===== config.mk =====
export PLATFORM = sky130hd
export DESIGN_NAME = lsu_mem_stage
export DESIGN_NICKNAME = d
export VERILOG_FILES = /design/src/rtl/lsu_mem_stage.sv
export SDC_FILE = /design/constraint.sdc
export NUM_CORES = 1
export LEC_CHECK = 0
export BUFFER_PORTS_ARGS = -buffer_cell sky130_fd_sc_hd__buf_2
export CAP_MARGIN = 20
export CORE_MARGIN = 2
export CORE_UTILIZATION = 50
export DETAILED_ROUTE_END_ITERATION = 8
export PLACE_DENSITY_LB_ADDON = 0.25
export SLEW_MARGIN = 20
export SYNTH_ARGS = -nofsm -noshare
export SYNTH_HDL_FRONTEND = slang
export SYNTH_SLANG_ARGS = --single-unit
export TNS_END_PERCENT = 100

===== constraint.sdc =====
create_clock -name clk -period 6 [get_ports clk]
set_clock_uncertainty 0.05 [all_clocks]
set_input_delay 1.2 -clock clk [delete_from_list [all_inputs] [get_ports clk]]
set_output_delay 1.2 -clock clk [all_outputs]
set_load 0.02 [all_outputs]

===== src/rtl/lsu_mem_stage.sv =====
// lsu_mem_stage: memory-access stage issuing one load/store at a time, formatting load data and pulsing writeback.
// Optional MISALIGN_TRAP_EN: misaligned halfword/word accesses retire immediately with err_out and no request.
module lsu_mem_stage #(
    parameter int XLEN        = 32,
    parameter int RSP_TIMEOUT = 255
) (
    input  logic            clk,
    input  logic            rst,
    input  logic            in_valid,
    output logic            in_ready,
    input  logic [31:0]     instruction_in,
    input  logic [XLEN-1:0] addr_in,
    input  logic [XLEN-1:0] result_in,
    input  logic [XLEN-1:0] store_data_in,
    input  logic [3:0]      wmask_in,
    input  logic [XLEN-1:0] pc_in,
    output logic            mem_req_valid,
    input  logic            mem_req_ready,
    output logic [XLEN-1:0] mem_addr,
    output logic            mem_we,
    output logic [3:0]      mem_wmask,
    output logic [XLEN-1:0] mem_wdata,
    input  logic            mem_rsp_valid,
    input  logic [XLEN-1:0] mem_rdata,
    output logic            out_valid,
    output logic [4:0]      rd_out,
    output logic [XLEN-1:0] rd_data_out,
    output logic            rd_we_out,
    output logic [XLEN-1:0] pc_out,
    output logic            err_out
);
    localparam logic [6:0] OP_LOAD   = 7'b0000011;
    localparam logic [6:0] OP_STORE  = 7'b0100011;
    localparam logic [6:0] OP_BRANCH = 7'b1100011;

    typedef enum logic [1:0] {IDLE, REQ, WAIT, DONE} state_t;

    state_t      state;
    logic [6:0]  opc;
    logic [2:0]  f3;
    logic [1:0]  boff;
    logic [31:0] cnt;
    logic [6:0]  op_in;
    logic        is_mem;
    logic        misalign;
    logic        trap;
    logic        unused_bits;

    assign op_in         = instruction_in[6:0];
    assign is_mem        = op_in == OP_LOAD || op_in == OP_STORE;
    assign trap          = is_mem && misalign;
    assign in_ready      = state == IDLE;
    assign mem_req_valid = state == REQ;
    assign out_valid     = state == DONE;
    assign unused_bits   = ^instruction_in[31:15];

`ifdef MISALIGN_TRAP_EN
    assign misalign = (instruction_in[13:12] == 2'b01 && addr_in[0]) ||
                      (instruction_in[13:12] == 2'b10 && addr_in[1:0] != 2'b00);
`else
    assign misalign = 1'b0;
`endif

    // Lane select uses the raw byte offset, so a halfword at offset 3 reads [31:16].
    function automatic logic [XLEN-1:0] fmt(input logic [31:0] w, input logic [1:0] b, input logic [2:0] f);
        logic [7:0]  by;
        logic [15:0] hw;
        by = w[{b, 3'b000} +: 8];
        hw = b[1] ? w[31:16] : w[15:0];
        fmt = f == 3'b000 ? {{(XLEN-8){by[7]}}, by} :
              f == 3'b001 ? {{(XLEN-16){hw[15]}}, hw} :
              f == 3'b100 ? {{(XLEN-8){1'b0}}, by} :
              f == 3'b101 ? {{(XLEN-16){1'b0}}, hw} : XLEN'(w);
    endfunction

    always_ff @(posedge clk or negedge rst) begin
        if (!rst) begin
            state       <= IDLE;
            opc         <= '0;
            f3          <= '0;
            boff        <= '0;
            cnt         <= '0;
            mem_addr    <= '0;
            mem_we      <= 1'b0;
            mem_wmask   <= '0;
            mem_wdata   <= '0;
            rd_out      <= '0;
            rd_data_out <= '0;
            rd_we_out   <= 1'b0;
            pc_out      <= '0;
            err_out     <= 1'b0;
        end else begin
            case (state)
                IDLE: if (in_valid) begin
                    opc         <= op_in;
                    f3          <= instruction_in[14:12];
                    boff        <= addr_in[1:0];
                    mem_addr    <= {addr_in[XLEN-1:2], 2'b00};
                    mem_we      <= op_in == OP_STORE;
                    mem_wmask   <= op_in == OP_STORE ? wmask_in : 4'b0000;
                    mem_wdata   <= store_data_in;
                    rd_out      <= instruction_in[11:7];
                    pc_out      <= pc_in;
                    err_out     <= trap;
                    rd_we_out   <= !is_mem && instruction_in[11:7] != 5'd0 && op_in != OP_BRANCH;
                    rd_data_out <= is_mem ? '0 : result_in;
                    state       <= is_mem && !misalign ? REQ : DONE;
                end
                REQ: if (mem_req_ready) begin
                    state <= WAIT;
                    cnt   <= '0;
                end
                WAIT: if (mem_rsp_valid) begin
                    state       <= DONE;
                    rd_data_out <= opc == OP_LOAD ? fmt(mem_rdata[31:0], boff, f3) : '0;
                    rd_we_out   <= opc == OP_LOAD && rd_out != 5'd0;
                end else if (RSP_TIMEOUT != 0 && cnt == 32'(RSP_TIMEOUT - 1)) begin
                    state       <= DONE;
                    err_out     <= 1'b1;
                    rd_we_out   <= 1'b0;
                    rd_data_out <= '0;
                end else begin
                    cnt <= cnt + 32'd1;
                end
                DONE: state <= IDLE;
                default: state <= IDLE;
            endcase
        end
    end
endmodule


# Word-level counts from Yosys, hierarchy flattened
# Cells that the tools add are included.
# op_classes
addsub	1
n_eq_ne	17
n_shift	1
n_mux	30
reduce_logical	16
# op_table
operator	n
two-way mux 32 bit	12
one-hot mux 32 bit (2 select lines)	2
adder 32 x 1 -> 32 bit (second input constant)	1
equality test 32 x 8 -> 1 bit (second input constant)	1
indexed part select 32 x 6 -> 8 bit	1
two-way mux 16 bit	1
equality test 7 x 2 -> 1 bit (second input constant)	2
two-way mux 2 bit	5
nonzero test 5 bit	2
!= test 2 bit (second input constant)	4
one-hot mux 2 bit (4 select lines)	1
AND reduction 4 bit	2
equality test 7 x 6 -> 1 bit (second input constant)	1
!= test 7 bit (second input constant)	1
equality test 3 bit (second input constant)	2
two-way mux 1 bit	6
AND reduction 3 bit	2
equality test 2 bit (second input constant)	2
two-way mux 4 bit	1
one-hot mux 1 bit (2 select lines)	2
nonzero test 2 bit	2
equality test 3 x 1 -> 1 bit (second input constant)	1
logical AND 1 bit	3
zero test 3 bit	1
7 further kinds	7
# word_totals
register_bits	184
out_inout_bits	143

# Longest topological paths before layout
# depth
word_depth	8
depth_mapped	11
ltp_nobuf	7

# Worst setup path before layout
# Ideal clock, no wire load.
# synth_path
path_kind	in2reg
from	input port mem_rdata[31]
to	register rd_data_out[7]
setup_time_ps	125
arrival_ps	2537
required_time_ps	5825
setup_slack_ps	3289
stages	5
path_buffers	0
cell_sequence	mux4_2 > or3_1 > a222oi_1 > a21oi_1 > mux2_2
# synth_via
elab_chain_len	7
# synth_rtl
element	line_no	text
start, declared	24	input logic [XLEN-1:0] mem_rdata,
indexed part select 32 x 6 -> 8 bit *	68	by = w[{b, 3'b000} +: 8];
two-way mux 32 bit	72	f == 3'b100 ? {{(XLEN-8){1'b0}}, by} :
two-way mux 32 bit	71	f == 3'b001 ? {{(XLEN-16){hw[15]}}, hw} :
two-way mux 32 bit *	70	fmt = f == 3'b000 ? {{(XLEN-8){by[7]}}, by} :
two-way mux 32 bit *	115	rd_data_out <= opc == OP_LOAD ? fmt(mem_rdata[31:0], boff, f3) : '0;
two-way mux 32 bit *	113	WAIT: if (mem_rsp_valid) begin
one-hot mux 32 bit (2 select lines) *	93	case (state)
end signal, assigned	106	rd_data_out <= is_mem ? '0 : result_in;
end signal, assigned	115	
end, declared	27	output logic [XLEN-1:0] rd_data_out,
# Every way passes the cells marked *; elsewhere a longest branch is shown, timed or not.
# A chain may end at the register's enable or synchronous reset.

# Worst setup path in the final report
# layout_path
from	input port instruction_in[3]
to	register rd_data_out[7]
# layout_via
elab_chain_len	5
elab_cells_between_ends	6
cone_classes	eq/ne: 2; mux: 3; reduce/logical: 1
# layout_rtl
element	line_no	text
start, declared	11	input logic [31:0] instruction_in,
equality test 7 x 2 -> 1 bit or equality test 7 x 6 -> 1 bit (tied branches)	50	assign is_mem = op_in == OP_LOAD || op_in == OP_STORE;
logical OR 1 bit *	50	
two-way mux 32 bit *	106	
two-way mux 32 bit *	94	IDLE: if (in_valid) begin
one-hot mux 32 bit (2 select lines) *	93	
# Every way passes the cells marked *; elsewhere a longest branch is shown, timed or not. The select of a mux whose other input is x is not followed.

==> run_results.csv <==
group,metric,value,unit
floorplan,fp-row-count,48,
sta,min_period_over_period,49.6,%
hold_path,worstHoldPathType,"register to register",
synthesis,yosysWarnings,0,
worst_setup_path,cp_cell_sequence,"buf_2 -> nor4_1 -> a31oi_4 -> a222oi_1 -> a21oi_1 -> mux2_2",
worst_setup_path,criticalPathCategory,"input port to register",
worst_setup_path,crit_path_top_delay_cell,"nor4_1",
sta,hold_violations,0,
drt,ant_nets,0,
power_and_ir_drop,p_comb_share,45.2,%
sta,slew_headroom,29.5,%
run_status,outcome,"completed",
cells_and_area,final_common_cell,"buf_2",
floorplan,core_area,17200,um^2
drt,viasPerCell,5.68,
worst_setup_path,cp_max_fo,34,
clock_network,ctsResizeCount,0,
worst_setup_path,cp.required,6.26,ns
synthesis,async_reset_ff_share,100,%
drt,wirelength,24.6,mm
clock_network,cts_tree,"done",
synthesis,synth-edff-count,0,
floorplan,die_h,137,um
place,hpwl,18.0,mm
drt,drtIter0Drc,438,
clock_network,clkTransAtPathRegs,0.07,ns
global_route,grt_first_pass_wirelength,36.8,mm
floorplan,start_util,51.1,%
clock_network,post_cts_buffers,0,
synthesis,ys.flop_type,"dfrtp_1",
sta,rsz0062_at_grt,"false",
sta,max_freq,336,MHz
place,io_buffer_count,324,
cells_and_area,layout_common_cells,"buf_2, dfrtp_1, mux2_2",
cells_and_area,layout-drive-gt1-share,49.3,%
clock_network,clkLatencyLatePin,0.43,ns
synthesis,synth_cell_types,54,
floorplan,dieArea,18700,um^2
global_route,antenna_found_initial,2,
global_route,globalRouteOverflowTotal,0,
power_and_ir_drop,powerDensity,532,nW/um^2
worst_setup_path,cp_data_arrival_time,3.24,ns
cells_and_area,syn_to_final_growth,27.4,%
floorplan,pin_count,344,
floorplan,die_w,137,um
clock_network,root_buffer,"clkbuf_16",
clock_network,htreeDepth,4,
clock_network,holdBufCountCts,0,
sta,slew_violations,0,
run,max-cap-violations,0,
power_and_ir_drop,p_int,3.58,mW
global_route,grt_max_degree,103,
sta,timing.hold.ws,0.432,ns
power_and_ir_drop,clkPwrFrac,19.9,%
drt,wire_per_inst,19.3,um
power_and_ir_drop,vdd_drop_max,0.358,mV
clock_network,numCtsBuffers,17,
synthesis,seq_area_frac_synth,52.2,%
global_route,grt_pass1_vias,6976,
clock_network,cts_buffer_depth,2,
sta,layout_min_cycle_time,2.98,ns
sta,finalSetupTns,0,ns
worst_setup_path,end_kind,"register",
place,gp_congestion,0.861,
worst_setup_path,start_kind,"input port",
sta,setup_viol,0,
clock_network,cts_sinks,184,
drt,drcViolationCount,0,
power_and_ir_drop,leakage,5.39,nW
drt,drt_first_pass_iters,5,
cells_and_area,nets,1238,
synthesis,ys_ff_latch,184,
power_and_ir_drop,seq_power_share,34.9,%
drt,vias,7219,
synthesis,synth.avg_cell_area,12.1,um^2
sta,worst_pin_slew,1.06,ns
synthesis,synth_area,8810,um^2
synthesis,syn_inst,728,
power_and_ir_drop,p_sw_share,40.0,%
global_route,grt_usage,25.6,%
worst_setup_path,crit_path_max_incr_delay,0.67,ns
cells_and_area,utilization,65.1,%
power_and_ir_drop,p_switching,2.39,mW
==> per-layer routing <==
layer  routed length, um  share of wire, %  vias to the layer above  GRT usage, %
li1                    -                 -                     3317             -
met1                9530                39                     3577          31.7
met2               12500                51                      291          42.4
met3                2030               8.3                       34          8.96
met4                 464               1.9                        0          7.47
met5                   0                 0                        -             0
==> synthesized netlist by cell type (all sizes together), types with 3 or more instances <==
master | n | area (um^2)
or3 | 6 | 37.5
nand4 | 17 | 113
mux2i | 13 | 130
buf | 18 | 123
a2bb2oi | 12 | 105
nor2 | 30 | 113
nor4b | 3 | 26.3
clkbuf | 29 | 109
a22o | 11 | 96.3
o21ai | 8 | 40.0
mux4 | 3 | 67.6
a31oi | 3 | 18.8
dfrtp | 184 | 4600
inv | 9 | 33.8
or4 | 10 | 75.1
nand3 | 27 | 135
and3 | 7 | 43.8
and4 | 3 | 26.3
xor2 | 13 | 114
o31ai | 8 | 60.1
nor2b | 5 | 31.3
nor4 | 15 | 115
ha | 6 | 75.1
a21oi | 23 | 119
nor3 | 12 | 71.3
nand2 | 36 | 135
a32o | 22 | 220
mux2 | 143 | 1610
o22ai | 8 | 50.1
nand2b | 23 | 144
==> sequential cells by signal (all words and copies together) (netlist names) <==
signal and cells:
pc_out 32, rd_we_out 1, cnt 32, mem_we 1, mem_addr 30, mem_wmask 4, err_out 1, opc 7
boff 2, mem_wdata 32, f3 3, rd_out 5, rd_data_out 32, state 2
==> power groups by stage <==
stage               Clock [mW]  Sequential (mW)  Combinational (mW)
global placement             0             2.07                2.63
CTS                       1.21             2.08                2.68
global route              1.26             2.15                2.88
detailed placement           0             2.10                2.68
finish                    1.19             2.08                2.70
floorplan                    0             2.57                1.35
==> worst max-delay path: cells and delay by family <==
family | cells | cell delay, ns
mux | 1 | 0.27
simple gates | 1 | 0.67
buf+inv | 1 | 0.12
compound gates | 3 | 0.96
==> kinds of logic (layout without fill, tap and decap cells) <==
group / count (synthesis) / in the layout / share of synthesized area [%]
xor gates and xnor gates: 13 / 13 / 1.29
muxes: 159 / 159 / 20.5
and+or+nand+nor: 199 / 199 / 12.6
buffers and inverters: 56 / 371 / 3.01
other: 1 / 5 / 0.0425
AOI/OAI and AO/OA: 110 / 110 / 9.47
adders and majority gates: 6 / 6 / 0.852
DFF: 184 / 184 / 52.2
==> path summary, 6_finish.rpt <==
path	slack, ns	start	cells past startpoint	end
worst min register to register	0.43	mem_we	1	mem_we
worst max-delay path	3.02	instruction_in[3]	6	rd_data_out[7]
max in group asynchronous	3.92	rst	2	mem_wdata[15]
min in group asynchronous	0.82	rst	1	cnt[4]
worst max register to register	3.25	state[0]	5	pc_out[30]
worst min-delay path	0.43	mem_we	1	mem_we
==> area by class of cell <==
type / instances / area (um^2)
Tap cell: 225 / 282
Clock buffer: 19 / 453
Inverter: 9 / 33.8
Timing Repair Buffer: 330 / 1700
Fill cell: 1371 / 6010
Multi-Input combinational cell: 489 / 3980
Antenna cell: 3 / 7.51
Clock inverter: 13 / 170
Sequential cell: 184 / 4600
==> metrics by stage <==
stage	setup WS (ns)	power (mW)	cell area, um^2	std cells
2_1_floorplan	3.29	3.92	8820	729
3_3_place_gp	2.65	4.70	10600	1236
3_5_place_dp	2.62	4.77	10600	1236
4_1_cts	3.03	5.97	11200	1268
5_1_grt	2.96	6.29	11200	1271
6_report	3.02	5.97	11200	1272
No activity file was read; power rests on OpenSTA's default activity.
